**src/rtl/gtxe2_chnl_tx_comma_ins.sv**
```systemverilog
// rtl/gtxe2_chnl_tx_comma_ins.sv - TX lane comma burst inserter with running-disparity tracking
module gtxe2_chnl_tx_comma_ins #(
  parameter int         width              = 20,
  parameter logic [9:0] ALIGN_PCOMMA_VALUE = 10'b0101111100,
  parameter logic [9:0] ALIGN_MCOMMA_VALUE = 10'b1010000011,
  parameter int         COMMA_PERIOD       = 256,
  parameter int         BURST_LEN          = 2
) (
  input  logic             clk,
  input  logic             rst,
  input  logic [width-1:0] indata,
  input  logic             invalid,
  output logic             inready,
  input  logic             txelecidle,
  input  logic             TXCOMMAFORCE,
  output logic [width-1:0] outdata,
  output logic             outelecidle,
  output logic             TXCOMMASENT,
  output logic             TXDISPERR
);

  typedef enum logic [1:0] {IDLE, BURST, DATA} state_t;

  localparam logic [7:0]  BURST_LAST  = 8'(BURST_LEN - 1);
  localparam logic [15:0] PERIOD_LAST = 16'(COMMA_PERIOD - 1);

  state_t             state, state_nx;
  logic               rd, rd_nx;
  logic [7:0]         burst_cnt, burst_cnt_nx;
  logic [15:0]        period_cnt, period_cnt_nx;
  logic [width-1:0]   outdata_nx;
  logic               outelecidle_nx;
  logic               sent_nx;
  logic               disperr_nx;
  logic [width-1:0]   comma_word;
  logic [1:0]         sym0_res, sym1_res;

  // Number of ones in one 10-bit symbol.
  function automatic logic [3:0] ones10(input logic [9:0] s);
    logic [3:0] n;
    n = '0;
    for (int i = 0; i < 10; i++) begin
      n = n + {3'b000, s[i]};
    end
    return n;
  endfunction

  // Disparity after one symbol; returns {weight_error, new_rd}.
  function automatic logic [1:0] step_rd(input logic rd_in, input logic [9:0] s);
    logic [3:0] w;
    w = ones10(s);
    if (w == 4'd6)      return {1'b0, 1'b1};
    else if (w == 4'd4) return {1'b0, 1'b0};
    else if (w == 4'd5) return {1'b0, rd_in};
    else                return {1'b1, rd_in};
  endfunction

  // Comma pair that keeps disparity balanced: lower symbol goes out first.
  assign comma_word = rd ? {ALIGN_PCOMMA_VALUE, ALIGN_MCOMMA_VALUE}
                         : {ALIGN_MCOMMA_VALUE, ALIGN_PCOMMA_VALUE};

  assign sym0_res = step_rd(rd, indata[9:0]);
  assign sym1_res = step_rd(sym0_res[0], indata[19:10]);

  assign inready = (state == DATA) & ~txelecidle & ~TXCOMMAFORCE & ~rst;

  // Next-state, counter and output-word selection for this cycle.
  always_comb begin
    state_nx       = state;
    rd_nx          = rd;
    burst_cnt_nx   = burst_cnt;
    period_cnt_nx  = period_cnt;
    outdata_nx     = '0;
    outelecidle_nx = 1'b1;
    sent_nx        = 1'b0;
    disperr_nx     = 1'b0;
    if (txelecidle) begin
      state_nx = IDLE;
    end else begin
      case (state)
        IDLE: begin
          state_nx     = BURST;
          burst_cnt_nx = '0;
        end
        BURST: begin
          outdata_nx     = comma_word;
          outelecidle_nx = 1'b0;
          if (TXCOMMAFORCE) begin
            burst_cnt_nx = '0;
          end else if (burst_cnt == BURST_LAST) begin
            sent_nx       = 1'b1;
            state_nx      = DATA;
            period_cnt_nx = '0;
            burst_cnt_nx  = '0;
          end else begin
            burst_cnt_nx = burst_cnt + 8'd1;
          end
        end
        DATA: begin
          outelecidle_nx = 1'b0;
          period_cnt_nx  = period_cnt + 16'd1;
          if (invalid && inready) begin
            outdata_nx = indata;
            rd_nx      = sym1_res[0];
            disperr_nx = sym0_res[1] | sym1_res[1];
          end else begin
            outdata_nx = comma_word;
          end
          if (TXCOMMAFORCE || period_cnt == PERIOD_LAST) begin
            state_nx     = BURST;
            burst_cnt_nx = '0;
          end
        end
        default: state_nx = IDLE;
      endcase
    end
  end

  // State, disparity, counters and registered lane outputs.
  always_ff @(posedge clk) begin
    if (rst) begin
      state       <= IDLE;
      rd          <= 1'b0;
      burst_cnt   <= '0;
      period_cnt  <= '0;
      outdata     <= '0;
      outelecidle <= 1'b1;
      TXCOMMASENT <= 1'b0;
      TXDISPERR   <= 1'b0;
    end else begin
      state       <= state_nx;
      rd          <= rd_nx;
      burst_cnt   <= burst_cnt_nx;
      period_cnt  <= period_cnt_nx;
      outdata     <= outdata_nx;
      outelecidle <= outelecidle_nx;
      TXCOMMASENT <= sent_nx;
      TXDISPERR   <= disperr_nx;
    end
  end

endmodule

```
**config.mk**
```make
export PLATFORM = sky130hd
export DESIGN_NAME = gtxe2_chnl_tx_comma_ins
export DESIGN_NICKNAME = d
export VERILOG_FILES = /design/src/rtl/gtxe2_chnl_tx_comma_ins.sv
export SDC_FILE = /design/constraint.sdc
export NUM_CORES = 1
export LEC_CHECK = 0
export ABC_AREA = 1
export CORE_ASPECT_RATIO = 0.5
export CORE_MARGIN = 5
export CORE_UTILIZATION = 58
export DETAILED_ROUTE_END_ITERATION = 16
export PLACE_DENSITY = 0.86
export SYNTH_ARGS = -nofsm -noshare
export SYNTH_HDL_FRONTEND = slang
export SYNTH_SLANG_ARGS = --single-unit
```
**constraint.sdc**
```tcl
create_clock -name clk -period 7.05 [get_ports clk]
set_input_delay 1.41 -clock clk [delete_from_list [all_inputs] [get_ports clk]]
set_output_delay 1.41 -clock clk [all_outputs]
set_load 0.05 [all_outputs]
```
## Word-level counts from Yosys, hierarchy flattened

Index checks and enable logic that the tools add are counted.

- Bits in registers: 50
- Bits of input ports: 25
- Output and inout bits: 24

- Add/subtract/negate cells: 20
- Equal/unequal tests: 13
- Mux-type cells: 22
- Bitwise gates (word level): 10
- Reduce and logical (&&, ||, !) cells: 13

Operators by type and width:

| operator | number |
|---|---|
| $add A4 B1 Y4 | 12 |
| $mux W20 | 2 |
| $pmux W20 S2 | 1 |
| $mux W16 | 2 |
| $pmux W16 S2 | 1 |
| $eq A4 B3 Y1 const B | 6 |
| $mux W8 | 3 |
| $pmux W8 S3 | 1 |
| $mux W2 | 9 |
| $add A16 B1 Y16 const B | 1 |
| $eq A16 B8 Y1 const B | 1 |
| $reduce_and A3 Y1 | 3 |
| $add A3 B1 Y4 | 2 |
| $add A8 B1 Y8 const B | 1 |
| $eq A8 B1 Y1 const B | 1 |
| $reduce_or A4 Y1 | 2 |
| $add A2 B1 Y3 | 2 |
| $not A1 Y1 | 6 |
| $pmux W2 S3 | 1 |
| $add A1 B1 Y2 | 2 |
| $ne A2 B2 Y1 const B | 2 |
| $reduce_and A4 Y1 | 1 |
| $reduce_or A2 Y1 | 2 |
| $and A1 B1 Y1 | 3 |
| other kinds (10) | 11 |

## Logic depth before layout (Yosys ltp)

- Depth after elaboration: 17
- Gate-level depth with buffers: 15

## Worst setup path after synthesis

Ideal clock, no wire load.

- Path kind: input to output
- Start point: in txelecidle
- End point: out inready
- Data arrival time: 2.850 ns
- Slack: 2.790 ns
- Stages: 3
- Cell sequence: nor2_1 > inv_1 > nor3_1

- Word-level cells in the longest chain between the ends: 4

RTL lines:

| item | RTL line | source |
|---|---|---|
| start: declaration | 14 | `input logic txelecidle,` |
| $not A1 Y1 (no line) | - |  |
| $and A1 B1 Y1 (3 in a row) | 65 | `assign inready = (state == DATA) & ~txelecidle & ~TXCOMMAFORCE & ~rst;` |
| end: declaration | 13 | `output logic inready,` |

Every way passes these cells.

## Worst setup path after layout

- Start point: in rst
- End point: out inready

- Word-level cells in the longest chain between the ends: 2

RTL lines:

| item | RTL line | source |
|---|---|---|
| start: declaration | 10 | `input logic rst,` |
| $not A1 Y1 | 65 |  |
| $and A1 B1 Y1 | 65 |  |

Every way passes these cells.

==> impl_metrics.env <==
export IMPL_status="completed"
export IMPL_start_util_pct=60.63
export IMPL_grt_pass1_wl_um=11970
export IMPL_swShare_pct=31.27
export IMPL_critPathCaptureType="primary output"
export IMPL_num_io_pins=49
export IMPL_post_place_ws_ns=1.986
export IMPL_crit_arrival_ns=3.64
export IMPL_startpoint_type="input port"
export IMPL_cts_tree="built"
export IMPL_filler_cell_count=386
export IMPL_wl_met2_um=3084
export IMPL_fin_tns_setup_ns=0
export IMPL_first_iter_violations=163
export IMPL_maxCapViolCount=0
export IMPL_maxSlewHeadroom_pct=51.85
export IMPL_hpwlAfterDp_um=5217
export IMPL_synth_cell_types=32
export IMPL_muxShareOfSynthArea_pct=0
export IMPL_cts_htree_levels=2
export IMPL_synth_compound_area_share_pct=12.44
export IMPL_gp_congestion=0.8754
export IMPL_dominantRegCellSynth="dfxtp_1"
export IMPL_fin_crit_sh_pct=71.62
export IMPL_async_reset_ff_share_pct=0
export IMPL_io_buffers=48
export IMPL_hold_viol_final=0
export IMPL_synth_top_area_cell="dfxtp_1"
export IMPL_combPwrFrac_pct=23.7
export IMPL_crit_type="input port to primary output"
export IMPL_synth_simple_area_share_pct=31.05
export IMPL_synth_top_area_share_pct=33.17
export IMPL_ys_ff_latch=50
export IMPL_dieArea_um2=6833
export IMPL_die_x_um=112.0
export IMPL_synth_most_common_cell="nand2_1"
export IMPL_antenna_found_initial=0
export IMPL_path_clk_slew_ns=0.09
export IMPL_dr_pass1_iters=5
export IMPL_setup_ws_ns=2.001
export IMPL_drv_slew=0
export IMPL_p_leak_nw=1.429
export IMPL_multi_input_area_um2=1725
export IMPL_hp_class="register to register"
export IMPL_power_frac_seq_pct=46.7
export IMPL_routed_via_density=5.239
export IMPL_max_freq_mhz=198.1
export IMPL_top_layer_used="met4"
export IMPL_vias=2850
export IMPL_drive_gt1_share_pct=5.696
export IMPL_path_max_fanout=14
export IMPL_synth_edff_count=0
export IMPL_power_per_cell_area_nw_per_um2=169.5
export IMPL_clkPwrFrac_pct=29.6
export IMPL_yosys_top_cells_count="nand2_1 (79), nor2_1 (65), inv_1 (60)"
export IMPL_synth_fp_nets=476
export IMPL_min_period_ns=5.049
export IMPL_worstMarginPinSlew_ns=0.7205
export IMPL_clock_path_buffers=2
export IMPL_drt_met1_wl_um=3352
export IMPL_netlist_instances=428
export IMPL_grt_max_degree=24
export IMPL_synth_top_family_by_area="simple AND/OR/NAND/NOR gates"
export IMPL_core_area_um2=4977
export IMPL_route_met3_wl_um=411
export IMPL_drc_errors=0
export IMPL_p_int_w=0.0004234
export IMPL_synthAdderAreaFrac_pct=12.52
export IMPL_clockRootBuffer="clkbuf_8"
export IMPL_first_global_vias=2670
export IMPL_cts_hold_buf=0
export IMPL_drtAntennaViolNets=0
export IMPL_peakVddDrop_mv=0.1021
export IMPL_insertion_delay_ns=0.31
export IMPL_fp_dieH_um=61.01
export IMPL_finClkSkew_ns=0.009283
export IMPL_syn_area_um2=3018
export IMPL_wirelength_um=6940
export IMPL_syn_to_final_growth_pct=20.40
export IMPL_power_switching_w=0.0001926
export IMPL_grt_usage_pct=21.74
export IMPL_rsz0062_at_grt="no"
export IMPL_required_ns=5.64
export IMPL_numClockSinks=50
export IMPL_numCtsBuffers=5
export IMPL_num_rows=18
export IMPL_synth_xor_area_share_pct=1.161
export IMPL_nNetsFinal=521
export IMPL_drt_wirelength_per_cell_um=12.76
export IMPL_regArea_um2=1001
export IMPL_ys_warn_count=0
export IMPL_synth_seq_area_share_pct=33.17
export IMPL_finalSetupViolCount=0
export IMPL_num_antenna_cells=0
export IMPL_grt_overflow=0
export IMPL_synth_avg_cell_area_um2=7.051
export IMPL_cts_resized=0
export IMPL_netlist_top_cells_area="dfxtp_1 (33%), nand2_1 (9.8%), nor2_1 (8.1%), fa_1 (8.0%), inv_1 (7.5%)"
export IMPL_postCtsSetupRepairBufs=0
flip-flops by register name, indices dropped and copies added (netlist names):
| signal | flops |
|---|---|
| outdata | 20 |
| period_cnt | 16 |
| burst_cnt | 8 |
| state | 2 |
| TXCOMMASENT | 1 |
| TXDISPERR | 1 |
| outelecidle | 1 |
| rd | 1 |
critical path: stages:
cell and delay, ns:
clkdlybuf4s50_1 0.68, nor2_1 0.47, inv_1 0.11, nor3_1 0.14
clkdlybuf4s50_1 0.82
power by group through the flow:
stage	combinational, W	clock [W]	sequential (W)
2_1_floorplan	0.0000995	0	0.000297
3_5_place_dp	0.000143	0	0.000294
5_1_grt	0.000168	0.000196	0.000288
6_report	0.000146	0.000182	0.000288
4_1_cts	0.000145	0.000186	0.000288
3_3_place_gp	0.000139	0	0.000294
final cells by class:
| type | instances | area share, % |
|---|---|---|
| clock buffers | 6 | 2.273 |
| repair buffers | 48 | 13.22 |
| inverters | 63 | 6.577 |
| well taps | 70 | 2.410 |
| multi-input cells | 305 | 47.49 |
| clock inverters | 2 | 0.4821 |
| flip-flops and latches | 50 | 27.55 |
stage by stage:
| stage | cell area (um^2) | total power (W) | cells | utilization (%) | hold slack (ns) |
|---|---|---|---|---|---|
| 6_report | 3633 | 0.0006159 | 544 | 73.00 | 0.5148 |
| 4_1_cts | 3633 | 0.0006180 | 544 | 73.00 | 0.5127 |
| 2_1_floorplan | 3018 | 0.0003967 | 428 | - | 0.4679 |
| 3_5_place_dp | 3533 | 0.0004377 | 536 | 70.99 | 0.4986 |
| 5_1_grt | 3633 | 0.0006532 | 544 | 73.00 | 0.5384 |
| 3_3_place_gp | 3533 | 0.0004335 | 536 | 70.99 | 0.4921 |
cells by family after synthesis:
family                     Yosys count
buffers and inverters               73
adders and majority gates           23
AOI/OAI and AO/OA                   68
and+or+nand+nor                    210
DFF                                 50
xor gates and xnor gates             4
path summary, 6_finish.rpt:
check	startpoint	endpoint	slack [ns]	depth (start not counted)
setup / recovery	rst	inready	2.00	5
hold reg to reg	burst_cnt[1]	burst_cnt[1]	0.51	2
hold / removal	burst_cnt[1]	burst_cnt[1]	0.51	2
setup reg to reg	state[1]	period_cnt[2]	4.67	8
layout by cell type, fill, tap and decap left out:
cell             instances
nand2_1                 79
nor2_1                  65
inv_1                   60
dfxtp_1                 50
clkdlybuf4s50_1         48
a21oi_1                 40
nand3_1                 36
o21ai_1                 20
fa_1                    12
ha_1                    11
nor3_1                   8
nand4_1                  8
nand2_2                  6
clkbuf_8                 6
inv_2                    2
a21oi_2                  2
nor2_4                   2
nand3_4                  2
a21oi_4                  2
o21ai_0                  2
xnor2_1                  2
xor2_1                   2
clkinv_4                 2
inv_4                    1
nor4_1                   1
o2111ai_1                1
nor2_2                   1
a31oi_1                  1
nand3b_2                 1
nand3b_1                 1
layer usage:
metal  global-route usage (%)  vias to the layer above
li1                         -                     1459
met1                    29.00                     1278
met3                    3.486                       12
met2                    37.39                      101
met4                    6.849                        0
met5                        0                        -
Note: power is estimated with default switching activity, not from simulation.
==> edit 1: new RTL, config.mk and constraints unchanged <==
Encoding of `state_t`: now one-hot (3 bits for 3 states).
--- a/src/rtl/gtxe2_chnl_tx_comma_ins.sv
+++ b/src/rtl/gtxe2_chnl_tx_comma_ins.sv
@@ -20,5 +20,5 @@
 );
 
-  typedef enum logic [1:0] {IDLE, BURST, DATA} state_t;
+  typedef enum logic [2:0] {IDLE = 3'b001, BURST = 3'b010, DATA = 3'b100} state_t;
 
   localparam logic [7:0]  BURST_LAST  = 8'(BURST_LEN - 1);
Formal check against the unedited RTL: no difference found for any inputs over 10 cycles, from zero or initial values and one cycle with rst high; not proved beyond that.
==> edit 1 against the unedited design <==
  * Synthesized cell count shrank 2.8%
  * Power increased by 3.0%
  * Global-route usage up 0.21 points
  * Area after synthesis shrank 3.6%
  * Worst setup slack worse by 0.33 ns
  * Final area is 2.2% lower
  * Sequential cell count up 1
  * Routed wire length fell by 5.1%
==> edit 1: results (changes against the unedited design) <==
| Metric | Value |
|---|---|
| Initial Utilization | 59.5% (-1.1 points) |
| Status | completed |
| GP Congestion | 0.908 (+3.7%) |
| Final wirelength | 6590 um (-5.1%) |
| Post-synthesis xor/xnor area fraction | 1.51% (+0.35 points) |
| Worst clock skew | 0.0128 ns (+0.00349 ns) |
| Synth Area in Compound Gates | 12.4% (-0.045 points) |
| Top post-synthesis cells by area | dfxtp_1 35%, nand2_1 12%, fa_1 8.3% |
| Hpwl dp | 4910 um (-5.8%) |
| Post-synth top cells | 96 x nand2_1, 58 x inv_1, 55 x nor2_1 |
| First-pass GRT wire length | 11300 um (-5.3%) |
| # fillers | 374 (-3.1%) |
| Iteration-0 DRC Markers | 174 (+6.7%) |
| Vias per inst | 5.19 (-0.99%) |
| Max VDD drop | 0.103 mV (+1.1%) |
| Post-Synth Adder-Cell Area | 11.3% (-1.2 points) |
| GRT Util Overall | 21.9% (+0.21 points) |
| Max-slew headroom | 46.4% (-5.5 points) |
| Worst Path Max Fanout | 24 (+10) |
| Share of layout cells above drive strength 1 | 5.60% (-0.093 points) |
| Largest net degree at the start of global routing | 25 (+4.2%) |
| Max clock buf depth | 2 (unchanged) |
| Fin nets | 507 (-2.7%) |
| Distinct cell type count after synthesis | 29 (-9.4%) |
| Leakage | 1.48 nW (+3.3%) |
| Vias in the first global route | 2470 (-7.5%) |
| Syn_nets | 460 (-3.4%) |
| Yosys warns | 0 (unchanged) |
==> edit 1: cell count changes after synthesis, moves of 3 or more <==
cell | unedited run | this run
a21oi_1 | 40 | 35
nor2_1 | 65 | 55
nand3_1 | 36 | 25
o21ai_1 | 20 | 1
o21ai_0 | 2 | 26
ha_1 | 11 | 7
xor2_1 | 2 | 5
o21ai_2 | 0 | 3
nand4_1 | 8 | 5
nand2_1 | 79 | 96
nand3_2 | 0 | 3
==> edit 1: critical path: stages <==
cell and delay [ns]:
clkdlybuf4s50_1 0.66, inv_2 0.20, nand2_1 0.47, nor3_2 0.37, clkdlybuf4s50_1 0.85
==> edit 1: final cells by class <==
| class | instances | area, um^2 | area share (%) |
|---|---|---|---|
| Clock buffer | 6 | 82.6 | 2.32 |
| Clock inverter | 2 | 38.8 | 1.09 |
| Inverter | 62 | 233 | 6.55 |
| Multi-Input combinational cell | 295 | 1610 | 45.3 |
| Sequential cell | 51 | 1020 | 28.7 |
| Tap cell | 70 | 87.6 | 2.47 |
| Timing Repair Buffer | 48 | 480 | 13.5 |
==> edit 1: cells by family after synthesis <==
kind of cell             count (synthesis)
AO/OA/AOI/OAI                           68
XOR/XNOR                                 5
adder cells (fa/ha/maj)                 19
buffers and inverters                   70
flip-flops                              51
AND/OR/NAND/NOR                        203
==> edit 1: path summary, 6_finish.rpt <==
| kind | from | end | slack (ns) | cells past startpoint |
|---|---|---|---|---|
| min | burst_cnt[7] | burst_cnt[7] | 0.49 | 2 |
| max | rst | inready | 1.67 | 5 |
| max reg2reg | state[1] | outdata[10] | 5.07 | 7 |
| min reg2reg | burst_cnt[7] | burst_cnt[7] | 0.49 | 2 |
==> edit 1: through the flow <==
step,utilization (%),cell area [um^2],hold WS (ns),worst slack [ns],std cells
5_1_grt,72.7,3550,0.531,1.48,534
2_1_floorplan,-,2910,0.457,2.88,416
3_5_place_dp,70.2,3430,0.478,1.67,526
3_3_place_gp,70.2,3430,0.474,1.68,526
6_report,72.7,3550,0.491,1.67,534
4_1_cts,72.7,3550,0.493,1.66,534
==> edit 1: power breakdown <==
part           internal (W)  total (W)  switching (W)
Combinational     0.0000527   0.000124      0.0000713
Clock              0.000117   0.000220       0.000103
Sequential         0.000289   0.000290    0.000000754
==> edit 1: layer usage <==
layer  part of all wire [%]  vias up  GRT usage (%)
met1                     46     1252           30.5
met4                    1.4        0           5.96
met3                    6.7        9           3.88
li1                       -     1407              -
met2                     46      102           35.6
met5                      0        -              0
==> edit 2: new RTL, config.mk and constraints unchanged <==
Without the edit above. `width`: 20 -> 24.
--- a/src/rtl/gtxe2_chnl_tx_comma_ins.sv
+++ b/src/rtl/gtxe2_chnl_tx_comma_ins.sv
@@ -1,5 +1,5 @@
 // rtl/gtxe2_chnl_tx_comma_ins.sv - TX lane comma burst inserter with running-disparity tracking
 module gtxe2_chnl_tx_comma_ins #(
-  parameter int         width              = 20,
+  parameter int         width              = 24,
   parameter logic [9:0] ALIGN_PCOMMA_VALUE = 10'b0101111100,
   parameter logic [9:0] ALIGN_MCOMMA_VALUE = 10'b1010000011,
Interface: changed (resized indata and outdata); port bits go from 49 to 57. No check against the original RTL was run, so the function may have changed too.
==> edit 2 against the unedited design <==
  * Count of clock-buffer cells in the layout down 1
  * Routed wire length down 3.4%
  * Final area up 1.7%
  * Hold slack worse by 0.011 ns
  * Worst setup slack better by 0.068 ns
  * Area after synthesis down 0.21%
  * Power up 1.8%
  * Sequential cell count up 4
  * Critical path type unchanged
==> edit 2: results (changes against the unedited design) <==
| Metric | Value |
|---|---|
| Status | completed |
| P_clk | 0.000170 W (-7%) |
| Iteration-0 DRC Markers | 160 (-1.8%) |
| Largest net degree at the start of global routing | 25 (+4.2%) |
| # fillers | 399 (+3.4%) |
| Met3 WL | 291 um (-29%) |
| Worst Path Max Fanout | 13 (-1) |
| Met2 Usage GRT | 37.5% (+0.085 points) |
| Start of the worst register-to-register path | state[0] |
| GR Util met1 | 25.7% (-3.2 points) |
| Reg2reg end | outdata[5] |
| GP Congestion | 0.898 (+2.6%) |
| Via Count | 2783 (-2.4%) |
| Dpl ws | 2.07 ns (+0.0821 ns) |
| Share of the yosys chip area belonging to registers | 35.9% (+2.7 points) |
| Top cell type's share of synthesized area | 35.9% (+2.7 points) |
| R2R Setup Slk | 4.76 ns (+0.09 ns) |
| Fin nets | 531 (+1.9%) |
| Worst Tran Pin Value | 0.704 ns (-0.0165 ns) |
| Hold Path End | burst_cnt[3] |
| Synth Area in Compound Gates | 13.0% (+0.57 points) |
| GRT Util Overall | 20.6% (-1.2 points) |
| Seq pwr | 0.000310 W (+7.6%) |
| P_int | 0.000437 W (+3.2%) |
| Wire per inst | 12.2 um (-4.3%) |
| Post-Synth Adder-Cell Area | 12.5% (+0.026 points) |
| Share of layout cells above drive strength 1 | 3.34% (-2.4 points) |
| DRT Pass-1 Iters | 4 (-1) |
| Distinct cell type count after synthesis | 25 (-22%) |
==> edit 2: cell count changes after synthesis, sizes merged, moves of 2 or more <==
| cell | change |
|---|---|
| a21oi | -3 |
| dfxtp | +4 |
| nand2 | +8 |
| nand3 | -9 |
| nand4 | -3 |
| o21ai | +3 |
| xnor2 | -2 |
| xor2 | +2 |
==> edit 2: stage by stage <==
stage | hold slack [ns] | util, % | instance area [um^2] | power (W)
floorplan | 0.467 | - | 3010 | 0.000420
global placement | 0.487 | 72.5 | 3610 | 0.000459
detailed placement | 0.490 | 72.5 | 3610 | 0.000462
CTS | 0.505 | 74.2 | 3690 | 0.000629
global route | 0.536 | 74.2 | 3690 | 0.000667
finish | 0.504 | 74.2 | 3690 | 0.000627
==> edit 2: layout make-up <==
type,instances,share of cell area (%)
clock buffer,5,1.86
clock inverter,2,0.373
inverter,62,6.30
multi-input combinational,300,44.6
sequential,54,29.3
tap,70,2.37
timing repair buffer,56,15.2
